$ cat config.mk
export PLATFORM = sky130hd
export DESIGN_NAME = db15_joy_responder
export DESIGN_NICKNAME = d
export VERILOG_FILES = /design/src/rtl/db15_joy_responder.sv
export SDC_FILE = /design/constraint.sdc
export NUM_CORES = 1
export LEC_CHECK = 0
export ABC_AREA = 1
export CAP_MARGIN = 20
export CORE_MARGIN = 4
export CORE_UTILIZATION = 40
export DETAILED_ROUTE_END_ITERATION = 8
export GPL_TIMING_DRIVEN = 0
export PLACE_DENSITY = 0.68
export SLEW_MARGIN = 10
export SYNTH_ARGS = -nofsm -noshare
export SYNTH_HDL_FRONTEND = slang
export SYNTH_SLANG_ARGS = --single-unit
$ cat constraint.sdc
create_clock -name clk -period 2 [get_ports clk]
set_input_delay 0.5 -clock clk [delete_from_list [all_inputs] [get_ports clk]]
set_output_delay 0.5 -clock clk [all_outputs]
set_load 0.02 [all_outputs]
$ cat src/rtl/db15_joy_responder.sv
// Device side of the DB15 dual-joystick serial link: emulates the adapter's 74HC165 chain,
// shifting two active-high 12-bit words out active-low. `DB15_RESP_TIMEOUT_EN adds a SHIFT watchdog.
module db15_joy_responder #(
  parameter int SYNC_STAGES = 2,
  parameter int FRAME_BITS  = 24,
  parameter int TIMEOUT_CYC = 65535
) (
  input  logic        clk,
  input  logic        reset_n,
  input  logic [11:0] joystick1,
  input  logic [11:0] joystick2,
  input  logic        JOY_CLK,
  input  logic        JOY_LOAD,
  output logic        JOY_DATA,
  output logic        busy,
  output logic        frame_done
);

  if (SYNC_STAGES < 2 || FRAME_BITS != 24 || TIMEOUT_CYC < 2) begin : g_param_chk
    $error("db15_joy_responder: unsupported parameter set");
  end

  typedef enum logic [1:0] {S_IDLE, S_LOAD, S_SHIFT} state_t;

  logic [SYNC_STAGES-1:0] r_clk_sync, r_load_sync;
  logic                   r_clk_prev, r_load_prev;
  logic                   w_clk_rise, w_load_low, w_load_rise;
  logic [FRAME_BITS-1:0]  w_par, r_shift;
  logic [4:0]             r_cnt, w_cnt_nxt;
  logic                   w_wd_expire;
  state_t                 r_state;

  // Host lines idle high, so the chains reset to 1 to avoid a phantom edge on release.
  always_ff @(posedge clk or negedge reset_n) begin
    if (!reset_n) begin
      r_clk_sync  <= '1;
      r_load_sync <= '1;
      r_clk_prev  <= 1'b1;
      r_load_prev <= 1'b1;
    end else begin
      r_clk_sync  <= {r_clk_sync[SYNC_STAGES-2:0], JOY_CLK};
      r_load_sync <= {r_load_sync[SYNC_STAGES-2:0], JOY_LOAD};
      r_clk_prev  <= r_clk_sync[SYNC_STAGES-1];
      r_load_prev <= r_load_sync[SYNC_STAGES-1];
    end
  end

  assign w_clk_rise  = r_clk_sync[SYNC_STAGES-1] & ~r_clk_prev;
  assign w_load_low  = ~r_load_sync[SYNC_STAGES-1];
  assign w_load_rise = r_load_sync[SYNC_STAGES-1] & ~r_load_prev;
  assign w_par       = ~{joystick2, joystick1};
  assign w_cnt_nxt   = (&r_cnt) ? r_cnt : r_cnt + 5'd1;

`ifdef DB15_RESP_TIMEOUT_EN
  localparam int WD_W = $clog2(TIMEOUT_CYC + 1);
  logic [WD_W-1:0] r_wdog;

  always_ff @(posedge clk or negedge reset_n) begin
    if (!reset_n)                             r_wdog <= '0;
    else if (r_state != S_SHIFT || w_clk_rise) r_wdog <= '0;
    else                                      r_wdog <= r_wdog + WD_W'(1);
  end

  assign w_wd_expire = (r_wdog == WD_W'(TIMEOUT_CYC - 1));
`else
  assign w_wd_expire = 1'b0;
`endif

  // JOY_DATA is the shift LSB; the register holds all 1s whenever the FSM is idle.
  always_ff @(posedge clk or negedge reset_n) begin
    if (!reset_n) begin
      r_state    <= S_IDLE;
      r_shift    <= '1;
      r_cnt      <= '0;
      busy       <= 1'b0;
      frame_done <= 1'b0;
    end else begin
      frame_done <= 1'b0;
      case (r_state)
        S_IDLE: begin
          busy    <= 1'b0;
          r_shift <= '1;
          if (w_load_low) begin
            r_state <= S_LOAD;
            r_shift <= w_par;
            r_cnt   <= '0;
          end
        end
        S_LOAD: begin
          r_shift <= w_par;
          r_cnt   <= '0;
          if (w_load_rise) begin
            r_state <= S_SHIFT;
            busy    <= 1'b1;
          end
        end
        S_SHIFT: begin
          if (w_load_low) begin
            r_state <= S_LOAD;
            r_shift <= w_par;
            r_cnt   <= '0;
            busy    <= 1'b0;
          end else if (w_clk_rise) begin
            r_shift <= {1'b1, r_shift[FRAME_BITS-1:1]};
            r_cnt   <= w_cnt_nxt;
            if (w_cnt_nxt == 5'(FRAME_BITS)) begin
              r_state    <= S_IDLE;
              r_shift    <= '1;
              busy       <= 1'b0;
              frame_done <= 1'b1;
            end
          end else if (w_wd_expire) begin
            r_state <= S_IDLE;
            r_shift <= '1;
            busy    <= 1'b0;
          end
        end
        default: begin
          r_state <= S_IDLE;
          r_shift <= '1;
          busy    <= 1'b0;
        end
      endcase
    end
  end

  assign JOY_DATA = r_shift[0];

endmodule

* Yosys cells after proc, flatten, opt, wreduce, memory -nomap -nowiden
Index checks and enable logic that the tools add are counted. W data, S select, Z words.
Word-level totals: register bits 39, input port bits 28, output and inout bits 3, logic and storage cells 53
Cells by class: $add $sub $neg 1, eq/ne operators 7, multiplexer cells 25, bitwise operators 5, reduce and logical (&&, ||, !) cells 6
Operator list (count):
- $mux W24 | 3
- $pmux W24 S3 | 1
- $not A24 Y24 | 1
- $mux W23 | 1
- $mux W5 | 4
- $pmux W5 S3 | 1
- $mux W2 | 5
- $mux W1 | 8
- $ne A3 B3 Y1 const B | 2
- $pmux W2 S3 | 1
- $reduce_and A3 Y1 | 2
- $add A5 B1 Y5 const B | 1
- $eq A5 B5 Y1 const B | 1
- $reduce_and A5 Y1 | 1
- $ne A2 B2 Y1 const B | 2
- $reduce_and A4 Y1 | 1
- $reduce_bool A3 Y1 | 1
- $and A1 B1 Y1 | 2
- $eq A2 B1 Y1 const B | 1
- $eq A2 B2 Y1 const B | 1
- $logic_not A2 Y1 | 1
- $not A1 Y1 | 2
- $pmux W1 S2 | 1

* Logic depth before layout (Yosys ltp)
Gate-level depths: netlist of run 1.
depth in word-level cells 7, depth in mapped cells 11, mapped depth without buffers 11

* Least setup slack after synthesis of run 1
Ideal clock, no wire load.
kind reg-to-reg, from register r_cnt[0], to register r_state[1], library setup time 0.120 ns, data arrival time 1.423 ns, required time 1.880 ns, slack 0.457 ns, stages on the path, launching flop included 11, path buffers 1, period minus slack after synthesis 1.543 ns, cell sequence dfrtp_1 > ha_1 > nand2_1 > nor2_1 > nand3_1 > nand2_1 > nor2_2 > nand2_4 > buf_6 > o21ai_1 > nand2_1
Between the ends: cells in the longest elaborated chain, start to end 5, elaborated cells on any way between the ends 6, those cells by class add/sub (1); eq/ne (2); mux (1); reduce/logical (2)
RTL lines:
- start, declared | line 29 | logic [4:0] r_cnt, w_cnt_nxt;
- start signal, assigned | line 105 | r_cnt <= w_cnt_nxt;
- $add A5 B1 Y5 / $reduce_and A5 Y1 (equally long branches) | line 52 | assign w_cnt_nxt = (&r_cnt) ? r_cnt : r_cnt + 5'd1;
- $mux W5 * | line 52
- $eq A5 B5 Y1 * | line 106 | if (w_cnt_nxt == 5'(FRAME_BITS)) begin
- $ne A3 B3 Y1 (no line) *
- $reduce_and A4 Y1 (no line) *
- end signal, assigned | line 107 | r_state <= S_IDLE;
- end signal, assigned | line 113 | r_state <= S_IDLE;
- end signal, assigned | line 119 | r_state <= S_IDLE;
- end, declared | line 31 | state_t r_state;
Every way passes the cells marked *; elsewhere a longest branch is shown, timed or not. A chain may end at the register's enable or synchronous reset.

* Final worst setup path of run 1
from register r_shift[0], to output port JOY_DATA
RTL lines:
- start, declared | line 28 | logic [FRAME_BITS-1:0] w_par, r_shift;
- start signal, assigned | line 85 | r_shift <= w_par;
- start signal, assigned | line 90 | r_shift <= w_par;
- start signal, assigned | line 100 | r_shift <= w_par;
- end, declared | line 14 | output logic JOY_DATA,
No word-level cell between the ends.

==> results of run 1 <==
==> per-stage QoR <==
| stage | power (mW) | util (%) | TNS [ns] |
|---|---|---|---|
| finish | 3.39 | 49.4 | 0 |
| global route | 3.67 | 49.4 | 0 |
| CTS | 3.42 | 49.4 | 0 |
| detailed placement | 2.88 | 48.0 | 0 |
| global placement | 2.83 | 47.7 | -9.98 |
| floorplan | 2.50 | - | 0 |
==> cell type report <==
cell class                 count  area (µm²)
timing repair buffer          31         315
multi-input combinational    192        1090
clock inverter                 3        15.0
buffer                        15        91.3
sequential                    39        1010
fill                         589        2980
tap                           75        93.8
inverter                      59         221
clock buffer                   5        68.8
==> cell families after synthesis <==
logic type      after synthesis  synth area share [%]
fa+ha+maj                     1                 0.518
flops                        39                  42.0
compound gates               79                  19.4
simple gates                112                  25.1
buf+inv                      74                  13.0
==> flip-flops by register name, summed over array words and instances (netlist names) <==
signal and flops:
busy 1, frame_done 1, r_clk_prev 1, r_clk_sync 2, r_cnt 5, r_load_prev 1
r_load_sync 2, r_shift 24, r_state 2
==> worst max path at each step <==
stage / from / to / slack (ns)
floorplan: r_cnt[0]$_DFFE_PN0P_ / r_state[1]$_DFFE_PN0P_ / 0.46
global placement: reset_n / r_cnt[2]$_DFFE_PN0P_ / -0.56
detailed placement: r_clk_sync[1]$_DFF_PN1_ / r_shift[12]$_DFFE_PN1P_ / 0.21
CTS: r_shift[0]$_DFFE_PN1P_ / JOY_DATA / 0.07
global route: r_shift[0]$_DFFE_PN1P_ / JOY_DATA / 0.05
finish: r_shift[0]$_DFFE_PN1P_ / JOY_DATA / 0.08
==> power by group <==
group	internal, mW	switching [mW]	leakage, nW
Clock	0.239	0.289	0.0477
Combinational	0.613	0.859	0.897
Sequential	1.23	0.158	0.437
==> cell usage after synthesis <==
cell type	instances
inv_2	2
o21ai_0	28
o21ai_1	2
o22ai_1	2
buf_2	4
inv_1	57
nand2_4	1
nand3_2	18
nand4_2	1
nand2_1	40
nand2_2	2
nor2_2	2
dfrtp_1	9
and2_1	1
nor2_4	3
nor2_1	28
nor3_1	1
a21oi_1	28
buf_6	4
nand4_1	2
dfstp_2	30
a21oi_2	18
nand3_1	13
clkbuf_1	7
ha_1	1
a32oi_1	1
==> per-layer routing <==
metal | up-vias | global-route usage, % | wire length [µm]
met1 | 943 | 19.1 | 2430
met2 | 29 | 26.4 | 2580
met5 | - | 0 | 0
met4 | 0 | 5.04 | 72
li1 | 1044 | - | -
met3 | 6 | 4.03 | 226
==> worst register-to-register path, delay by kind of cell (launching register included) <==
kind / cells / cell delay [ns]
flops: 1 / 0.53
buf+inv: 3 / 0.59
compound gates: 1 / 0.12
simple gates: 3 / 0.47
==> impl_table.tex, run 1 <==
\begin{tabular}{lr}
\hline
Metric & Value \\
\hline
\multicolumn{2}{l}{\textbf{Run status}} \\
\quad Status & finished, final reports clean \\
\multicolumn{2}{l}{\textbf{Floorplanning}} \\
\quad Count of standard-cell rows & 28 \\
\quad I/O pin count & 31 \\
\quad Effective utilization at floorplan & 41.0\% \\
\quad Chip Width & 85.7 µm \\
\quad Core footprint & 5890 µm² \\
\quad Vert. Die Dim & 85.7 µm \\
\quad Overall die area & 7340 µm² \\
\multicolumn{2}{l}{\textbf{Drt}} \\
\quad Post-DR wirelength/cell & 12.7 µm \\
\quad Via count & 2022 \\
\quad Remaining number of nets flagged by the antenna check after routing & 0 \\
\quad Detailed Route Iter0 Violations & 95 \\
\quad Post-detailed-route DRC marker count & 0 \\
\quad Post-detailed-routing wire length & 5310 µm \\
\quad 1st-pass router iterations & 4 \\
\quad Average vias per placed instance & 4.83 \\
\multicolumn{2}{l}{\textbf{Critical path}} \\
\quad RR Startpoint & r\_clk\_sync[1]\$\_DFF\_PN1\_ \\
\quad Number of gates on the worst path with buffers counted & 1 \\
\quad Register-to-register setup slack & 0.22 ns \\
\quad Category of the critical setup timing path & reg2out \\
\quad Worst Setup Start Kind & register \\
\quad Count of cells along the worst register-to-register path & 7 \\
\quad Element type at the critical path end & primary output \\
\quad Critical path data required time & 1.50 ns \\
\quad RR Endpoint & r\_shift[14]\$\_DFFE\_PN1P\_ \\
\quad Top Family by Delay on Critical Path & buffers and inverters \\
\quad Data arrival time of the worst path & 1.42 ns \\
\quad Maximum fanout along the worst path & 2 \\
\quad Longest individual stage delay on the worst path & 0.59 ns \\
\quad Worst path cell trace & clkdlybuf4s50\_1 \\
\quad Buffers and inverters on the worst path & 1 \\
\quad Crit-path slowest cell & clkdlybuf4s50\_1 \\
\multicolumn{2}{l}{\textbf{Clock tree}} \\
\quad Number of buffers added to fix hold violations after cts & 0 \\
\quad Clock H-tree levels & 2 \\
\quad Post-cts resize count & 0 \\
\quad Clk pin slew, worst setup/hold paths & 0.08 ns \\
\quad Maximum buffer depth of the clock tree & 2 \\
\quad Clock insertion delay at the later pin of the skew report & 0.29 ns \\
\quad Buffer count from post-CTS setup fixing & 0 \\
\quad TritonCTS Sinks & 39 \\
\quad Clock Tree Root & clkbuf\_8 \\
\quad CTS Buf Count & 5 \\
\quad Clock tree from TritonCTS & built \\
\multicolumn{2}{l}{\textbf{Global route}} \\
\quad Wire length of the first global-routing pass & 9080 µm \\
\quad Initial antenna violation count & 0 \\
\quad Tot GR Track Use & 15.5\% \\
\quad Pin count of the biggest net entering global routing & 27 \\
\quad Number of global-route vias before repair & 2017 \\
\quad Remaining global-route overflow & 0 \\
\multicolumn{2}{l}{\textbf{Timing}} \\
\quad Fmax & 522 MHz \\
\quad Fin crit share & 95.9\% \\
\quad Final Hold Viols & 0 \\
\quad Worst rel slew slack & 66.1\% \\
\quad Unrepaired setup endpoints after global routing & no \\
\quad Fin worst setup slack & 0.0827 ns \\
\quad Final setup violating endpoints & 0 \\
\quad Final Max Tran Viols & 0 \\
\quad Actual slew at the worst max-slew pin & 0.508 ns \\
\quad Final worst hold slack & 0.115 ns \\
\quad Minimum clock period after layout & 1.92 ns \\
\quad Worst clock skew & 0.00538 ns \\
\multicolumn{2}{l}{\textbf{Place}} \\
\quad Worst setup timing slack at the placement stage & 0.214 ns \\
\quad PortBufs & 30 \\
\quad \# placed instances & 411 \\
\quad Routability congestion estimate from global placement & 0.808 \\
\quad Cell Area, Placed & 2820 µm² \\
\quad Estimated wirelength of the detail-placed design & 3740 µm \\
\multicolumn{2}{l}{\textbf{Logic synthesis}} \\
\quad Mapped Avg Cell Area & 7.92 µm² \\
\quad Count of yosys warnings during synthesis & 0 \\
\quad Share of the yosys chip area belonging to registers & 42.0\% \\
\quad Number of register bits inferred by synthesis & 39 \\
\quad Syn\_nets & 334 \\
\quad Most area-consuming cells after synthesis & dfstp\_2 (33\%), dfrtp\_1 (9.3\%), inv\_1 (8.9\%) \\
\quad Most area-hungry cell type in the Yosys netlist & dfstp\_2 \\
\quad Cells after synthesis & 305 \\
\quad Share of the synthesized area in the top cell type & 32.6\% \\
\quad Count of different cell masters after synthesis & 26 \\
\quad Netlist Area Pre-Place & 2410 µm² \\
\multicolumn{2}{l}{\textbf{Final layout}} \\
\quad Most common cell after layout, fill and taps aside & inv\_1 \\
\quad Number of nets at the end of the flow & 372 \\
\quad Layout-stage area growth over the synthesis result & 20.4\% \\
\quad Final standard cell count with taps included and fillers excluded & 419 \\
\quad Most frequent cells in the layout & inv\_1 (57), nand2\_1 (40), dfstp\_2 (30) \\
\quad Cell area after layout & 2910 µm² \\
\quad Ratio of cells with drive above 1 in the final layout & 27.6\% \\
\quad Diode insertion count for antenna repair & 0 \\
\multicolumn{2}{l}{\textbf{Run}} \\
\quad Max-cap violation count & 0 \\
\multicolumn{2}{l}{\textbf{Pwr}} \\
\quad P\_leak & 1.38 nW \\
\quad Maximum vdd ir drop & 0.532 mV \\
\quad Total power per unit cell area & 1160 nW/µm² \\
\multicolumn{2}{l}{\textbf{Worst hold path}} \\
\quad Class of the tightest hold or removal check & in2async \\
\hline
\end{tabular}
No activity file was read; power rests on OpenSTA's default activity.
==> inputs of run 2 (changes only) <==
CORE_MARGIN = 3   (was 4)
==> run 2 against run 1 <==
Net effect: final cell count shrank 0.72%; combinational power hardly changed; flip-flop and latch count did not move; clock-buffer cell count increased by 3; die area shrank 4.6%; highest routed layer unchanged.
==> impl_table.tex, run 2 (same netlist as run 1, synthesis figures left out) <==
\begin{tabular}{lr}
\hline
Metric & Value \\
\hline
\multicolumn{2}{l}{\textbf{Timing}} \\
\quad Fmax & 522 MHz (+0.10\%) \\
\quad Unrepaired setup endpoints after global routing & no \\
\quad Fin crit share & 95.8\% (-0.10 points) \\
\quad Fin worst setup slack & 0.0847 ns (+0.00200 ns) \\
\quad Minimum clock period after layout & 1.92 ns (-0.00200 ns) \\
\quad Actual slew at the worst max-slew pin & 0.506 ns (-0.00168 ns) \\
\quad Total negative setup slack & 0 ns (unchanged) \\
\quad Worst clock skew & 0.00695 ns (+0.00158 ns) \\
\quad Worst rel slew slack & 66.3\% (+0.11 points) \\
\quad Final worst hold slack & 0.162 ns (+0.0473 ns) \\
\quad Final setup violating endpoints & 0 (unchanged) \\
\quad Final Hold Viols & 0 (unchanged) \\
\quad Final Max Tran Viols & 0 (unchanged) \\
\multicolumn{2}{l}{\textbf{Run}} \\
\quad Max-cap violation count & 0 (unchanged) \\
\multicolumn{2}{l}{\textbf{Pwr}} \\
\quad Total power per unit cell area & 1170 nW/µm² (+0.65\%) \\
\quad P\_leak & 1.39 nW (+0.51\%) \\
\quad Maximum vdd ir drop & 0.617 mV (+16\%) \\
\quad Total design power & 3.43 mW (+1.3\%) \\
\multicolumn{2}{l}{\textbf{Drt}} \\
\quad Average vias per placed instance & 4.88 (+1.1\%) \\
\quad Via count & 2029 (+0.35\%) \\
\quad Post-DR wirelength/cell & 12.4 µm (-1.9\%) \\
\quad Detailed Route Iter0 Violations & 85 (-11\%) \\
\quad Remaining number of nets flagged by the antenna check after routing & 0 (unchanged) \\
\quad 1st-pass router iterations & 4 (unchanged) \\
\quad Post-detailed-route DRC marker count & 0 (unchanged) \\
\quad Post-detailed-routing wire length & 5170 µm (-2.6\%) \\
\multicolumn{2}{l}{\textbf{Floorplanning}} \\
\quad Overall die area & 7010 µm² (-4.6\%) \\
\quad Core footprint & 5680 µm² (-3.6\%) \\
\quad Chip Width & 83.7 µm (-2.3\%) \\
\quad Vert. Die Dim & 83.7 µm (-2.3\%) \\
\quad Effective utilization at floorplan & 42.5\% (+1.5 points) \\
\quad I/O pin count & 31 (unchanged) \\
\quad Count of standard-cell rows & 27 (-3.6\%) \\
\multicolumn{2}{l}{\textbf{Place}} \\
\quad \# placed instances & 408 (-0.73\%) \\
\quad Cell Area, Placed & 2830 µm² (+0.13\%) \\
\quad Worst setup timing slack at the placement stage & 0.222 ns (+0.00788 ns) \\
\quad Estimated wirelength of the detail-placed design & 3630 µm (-3.0\%) \\
\quad Routability congestion estimate from global placement & 0.776 (-4.0\%) \\
\quad PortBufs & 30 (unchanged) \\
\multicolumn{2}{l}{\textbf{Critical path}} \\
\quad Category of the critical setup timing path & reg2out \\
\quad Data arrival time of the worst path & 1.42 ns (about the same) \\
\quad Worst path cell trace & clkdlybuf4s50\_1 \\
\quad Crit-path slowest cell & clkdlybuf4s50\_1 \\
\quad Buffers and inverters on the worst path & 1 (unchanged) \\
\quad Element type at the critical path end & primary output \\
\quad Top Family by Delay on Critical Path & buffers and inverters \\
\quad Worst Setup Start Kind & register \\
\quad Critical path data required time & 1.50 ns (about the same) \\
\quad Maximum fanout along the worst path & 2 (unchanged) \\
\quad Longest individual stage delay on the worst path & 0.59 ns (about the same) \\
\multicolumn{2}{l}{\textbf{Clock tree}} \\
\quad Clock insertion delay at the later pin of the skew report & 0.29 ns (about the same) \\
\quad CTS Buf Count & 5 (unchanged) \\
\quad Clock H-tree levels & 2 (unchanged) \\
\quad Buffer count from post-CTS setup fixing & 0 (unchanged) \\
\quad Number of buffers added to fix hold violations after cts & 0 (unchanged) \\
\quad Clock tree from TritonCTS & built \\
\quad Clock Tree Root & clkbuf\_8 \\
\quad Clk pin slew, worst setup/hold paths & 0.08 ns (about the same) \\
\quad Post-cts resize count & 0 (unchanged) \\
\quad TritonCTS Sinks & 39 (unchanged) \\
\quad Maximum buffer depth of the clock tree & 2 (unchanged) \\
\multicolumn{2}{l}{\textbf{Final layout}} \\
\quad Final standard cell count with taps included and fillers excluded & 416 (-0.72\%) \\
\quad Number of filler instances in the final layout & 560 (-4.9\%) \\
\quad Most common cell after layout, fill and taps aside & inv\_1 \\
\quad Register bank with the most flops & r\_shift \\
\quad Flip-flop count of the largest register after layout & 24 (unchanged) \\
\quad Most frequent cells in the layout & inv\_1 (57), nand2\_1 (40), dfstp\_2 (30) \\
\quad Number of nets at the end of the flow & 372 (unchanged) \\
\quad Registers with the most flip-flops & r\_shift x24, r\_cnt x5 \\
\quad Cell area after layout & 2930 µm² (+0.69\%) \\
\quad Layout-stage area growth over the synthesis result & 21.2\% \\
\quad Final core utilization & 51.6\% (+2.2 points) \\
\quad Ratio of cells with drive above 1 in the final layout & 27.3\% (-0.29 points) \\
\quad Diode insertion count for antenna repair & 0 (unchanged) \\
\multicolumn{2}{l}{\textbf{Global route}} \\
\quad Pin count of the biggest net entering global routing & 21 (-22\%) \\
\quad Number of global-route vias before repair & 2022 (+0.25\%) \\
\quad Remaining global-route overflow & 0 (unchanged) \\
\quad Wire length of the first global-routing pass & 9160 µm (+0.91\%) \\
\quad Tot GR Track Use & 15.7\% (+0.16 points) \\
\quad Initial antenna violation count & 0 (unchanged) \\
\multicolumn{2}{l}{\textbf{Run status}} \\
\quad Status & finished, final reports clean \\
\multicolumn{2}{l}{\textbf{Worst hold path}} \\
\quad Class of the tightest hold or removal check & in2async \\
\hline
\end{tabular}
## run 2: cell type report
class	count	area (µm²)	area share, %
Timing Repair Buffer	31	323	11.0
Clock buffer	8	100	3.42
Inverter	59	221	7.56
Tap cell	72	90.1	3.08
Multi-Input combinational cell	192	1090	37.2
Sequential cell	39	1010	34.6
Buffer	15	91.3	3.12
## run 2: path summary, 6_finish.rpt
kind	end	from	slack, ns	cells past startpoint
setup reg to reg	r_shift[8]$_DFFE_PN1P_	r_clk_sync[1]$_DFF_PN1_	0.23	7
hold / removal	r_cnt[3]$_DFFE_PN0P_	reset_n	0.16	1
max in group asynchronous	r_shift[23]$_DFFE_PN1P_	reset_n	1.29	2
setup / recovery	JOY_DATA	r_shift[0]$_DFFE_PN1P_	0.08	1
min in group clk	r_clk_sync[1]$_DFF_PN1_	r_clk_sync[0]$_DFF_PN1_	0.36	0
hold reg to reg	r_clk_sync[1]$_DFF_PN1_	r_clk_sync[0]$_DFF_PN1_	0.36	0
## run 2: report_power, final
part	total, mW	internal [mW]	switching, mW
logic	1.47	0.615	0.851
clock network	0.587	0.315	0.272
registers	1.38	1.23	0.151
total	3.43	2.16	1.27
## run 2: metal layers
layer  GRT usage, %  vias up  share of wire, %
met1           21.1      940                51
met4           3.65        0               1.1
met2           25.2       31                44
met3           3.95        6               3.9
met5              0        -                 0
li1               -     1052                 -
==> inputs of run 3 (changes only) <==
MAX_ROUTING_LAYER = met4   (was unset)
==> run 3 against run 2 <==
Net effect: register-to-register slack about the same; critical path type unchanged; routed wire length about the same; first-iteration DRC count decreased by 1.2%; critical endpoint unchanged; non-clock buffer count unchanged; sequential power about the same; global-route usage increased by 0.46 points.
==> impl_table.tex, run 3 (same netlist as run 1, synthesis figures left out) <==
\begin{tabular}{lr}
\hline
Metric & Value \\
\hline
\multicolumn{2}{l}{\textbf{Run status}} \\
\quad Status & finished, final reports clean \\
\multicolumn{2}{l}{\textbf{Critical path}} \\
\quad Worst path cell trace & clkdlybuf4s50\_1 \\
\quad Longest individual stage delay on the worst path & 0.59 ns (about the same) \\
\quad Top Family by Delay on Critical Path & buffers and inverters \\
\quad Buffers and inverters on the worst path & 1 (unchanged) \\
\quad Worst Setup Start Kind & register \\
\quad Element type at the critical path end & primary output \\
\quad Critical path data required time & 1.50 ns (about the same) \\
\quad Data arrival time of the worst path & 1.42 ns (about the same) \\
\quad Category of the critical setup timing path & reg2out \\
\quad Crit-path slowest cell & clkdlybuf4s50\_1 \\
\quad Maximum fanout along the worst path & 2 (unchanged) \\
\multicolumn{2}{l}{\textbf{Run}} \\
\quad Max-cap violation count & 0 (unchanged) \\
\multicolumn{2}{l}{\textbf{Timing}} \\
\quad Minimum clock period after layout & 1.92 ns (+0.0000877 ns) \\
\quad Final Hold Viols & 0 (unchanged) \\
\quad Final Max Tran Viols & 0 (unchanged) \\
\quad Final setup violating endpoints & 0 (unchanged) \\
\quad Fin worst setup slack & 0.0846 ns (-0.0000877 ns) \\
\quad Worst rel slew slack & 66.1\% (-0.12 points) \\
\quad Worst clock skew & 0.00458 ns (-0.00238 ns) \\
\quad Fin crit share & 95.8\% (about the same) \\
\quad Unrepaired setup endpoints after global routing & no \\
\quad Actual slew at the worst max-slew pin & 0.508 ns (+0.00181 ns) \\
\quad Fmax & 522 MHz (about the same) \\
\multicolumn{2}{l}{\textbf{Drt}} \\
\quad 1st-pass router iterations & 4 (unchanged) \\
\quad Via count & 2033 (+0.20\%) \\
\quad Detailed Route Iter0 Violations & 84 (-1.2\%) \\
\quad Post-DR wirelength/cell & 12.4 µm (about the same) \\
\quad Post-detailed-routing wire length & 5170 µm (about the same) \\
\quad Post-detailed-route DRC marker count & 0 (unchanged) \\
\quad Average vias per placed instance & 4.89 (+0.20\%) \\
\quad Remaining number of nets flagged by the antenna check after routing & 0 (unchanged) \\
\multicolumn{2}{l}{\textbf{Clock tree}} \\
\quad Clock insertion delay at the later pin of the skew report & 0.29 ns (about the same) \\
\quad Clock tree from TritonCTS & built \\
\quad Buffer count from post-CTS setup fixing & 0 (unchanged) \\
\quad Number of buffers added to fix hold violations after cts & 0 (unchanged) \\
\quad TritonCTS Sinks & 39 (unchanged) \\
\quad Post-cts resize count & 0 (unchanged) \\
\quad Clock Tree Root & clkbuf\_8 \\
\quad Clock H-tree levels & 2 (unchanged) \\
\quad CTS Buf Count & 5 (unchanged) \\
\quad Maximum buffer depth of the clock tree & 2 (unchanged) \\
\quad Clk pin slew, worst setup/hold paths & 0.08 ns (about the same) \\
\multicolumn{2}{l}{\textbf{Pwr}} \\
\quad Total design power & 3.43 mW (about the same) \\
\quad Total power per unit cell area & 1170 nW/µm² (about the same) \\
\quad P\_leak & 1.39 nW (unchanged) \\
\quad Seq pwr share & 40.2\% (about the same) \\
\quad Maximum vdd ir drop & 0.617 mV (about the same) \\
\quad Design internal power & 2.16 mW (about the same) \\
\quad Combinational power share & 42.6\% (about the same) \\
\quad Net switching power & 1.28 mW (+0.15\%) \\
\quad Relative contribution of the clock network to total power & 17.2\% (about the same) \\
\quad Sw Share & 37.2\% (about the same) \\
\multicolumn{2}{l}{\textbf{Worst hold path}} \\
\quad Class of the tightest hold or removal check & in2async \\
\multicolumn{2}{l}{\textbf{Place}} \\
\quad Cell Area, Placed & 2830 µm² (unchanged) \\
\quad Estimated wirelength of the detail-placed design & 3630 µm (unchanged) \\
\quad Worst setup timing slack at the placement stage & 0.222 ns (unchanged) \\
\quad PortBufs & 30 (unchanged) \\
\quad Routability congestion estimate from global placement & 0.787 (+1.4\%) \\
\multicolumn{2}{l}{\textbf{Final layout}} \\
\quad Final core utilization & 51.6\% (unchanged) \\
\quad Most frequent cells in the layout & inv\_1 (57), nand2\_1 (40), dfstp\_2 (30) \\
\quad Ratio of cells with drive above 1 in the final layout & 27.3\% (unchanged) \\
\quad Most common cell after layout, fill and taps aside & inv\_1 \\
\quad Layout-stage area growth over the synthesis result & 21.2\% (unchanged) \\
\quad Number of nets at the end of the flow & 372 (unchanged) \\
\quad Diode insertion count for antenna repair & 0 (unchanged) \\
\quad Registers with the most flip-flops & r\_shift x24, r\_cnt x5 \\
\quad Cell area after layout & 2930 µm² (unchanged) \\
\quad Register bank with the most flops & r\_shift \\
\quad Flip-flop count of the largest register after layout & 24 (unchanged) \\
\multicolumn{2}{l}{\textbf{Global route}} \\
\quad Number of global-route vias before repair & 2018 (-0.20\%) \\
\quad Initial antenna violation count & 0 (unchanged) \\
\quad Wire length of the first global-routing pass & 9180 µm (+0.15\%) \\
\quad Pin count of the biggest net entering global routing & 21 (unchanged) \\
\quad Remaining global-route overflow & 0 (unchanged) \\
\quad Tot GR Track Use & 16.1\% (+0.46 points) \\
\multicolumn{2}{l}{\textbf{Floorplanning}} \\
\quad I/O pin count & 31 (unchanged) \\
\quad Overall die area & 7010 µm² (unchanged) \\
\quad Core footprint & 5680 µm² (unchanged) \\
\quad Count of standard-cell rows & 27 (unchanged) \\
\quad Chip Width & 83.7 µm (unchanged) \\
\quad Effective utilization at floorplan & 42.5\% (unchanged) \\
\quad Vert. Die Dim & 83.7 µm (unchanged) \\
\hline
\end{tabular}
run 3: path summary, 6_finish.rpt:
| path | startpoint | end | slack (ns) | cells past startpoint |
|---|---|---|---|---|
| setup / recovery | r_shift[0]$_DFFE_PN1P_ | JOY_DATA | 0.08 | 1 |
| hold / removal | reset_n | r_cnt[3]$_DFFE_PN0P_ | 0.16 | 1 |
| setup reg to reg | r_clk_sync[1]$_DFF_PN1_ | r_shift[8]$_DFFE_PN1P_ | 0.23 | 7 |
| hold reg to reg | r_clk_sync[0]$_DFF_PN1_ | r_clk_sync[1]$_DFF_PN1_ | 0.36 | 0 |
| max in group asynchronous | reset_n | r_shift[23]$_DFFE_PN1P_ | 1.29 | 2 |
| min in group clk | r_clk_sync[0]$_DFF_PN1_ | r_clk_sync[1]$_DFF_PN1_ | 0.36 | 0 |
run 3: power by group through the flow:
stage,clock (mW),combinational [mW],sequential [mW]
after floorplan,0,1.12,1.38
after global placement,0,1.44,1.39
after detailed placement,0,1.48,1.39
after CTS,0.613,1.48,1.38
after global routing,0.648,1.68,1.41
final,0.590,1.46,1.38
run 3: metal layers:
| metal | share of wire (%) | global-route usage (%) | vias to the layer above |
|---|---|---|---|
| met5 | 0 | - | - |
| met2 | 44 | 25.2 | 34 |
| met4 | 1.0 | 3.65 | 0 |
| met3 | 4.2 | 3.95 | 6 |
| li1 | - | - | 1052 |
| met1 | 51 | 21.1 | 941 |
run 3: final cells by class:
cell class	count	area (µm²)
clock buffer	8	100
fill	560	2750
sequential	39	1010
tap	72	90.1
multi-input combinational	192	1090
inverter	59	221
timing repair buffer	31	323
buffer	15	91.3
run 3: metrics by stage:
step	hold WS [ns]	cells	TNS [ns]
finish	0.163	416	0
global route	0.193	416	0
CTS	0.170	416	0
detailed placement	0.350	408	0
global placement	0.346	407	-10.0
floorplan	0.204	305	0
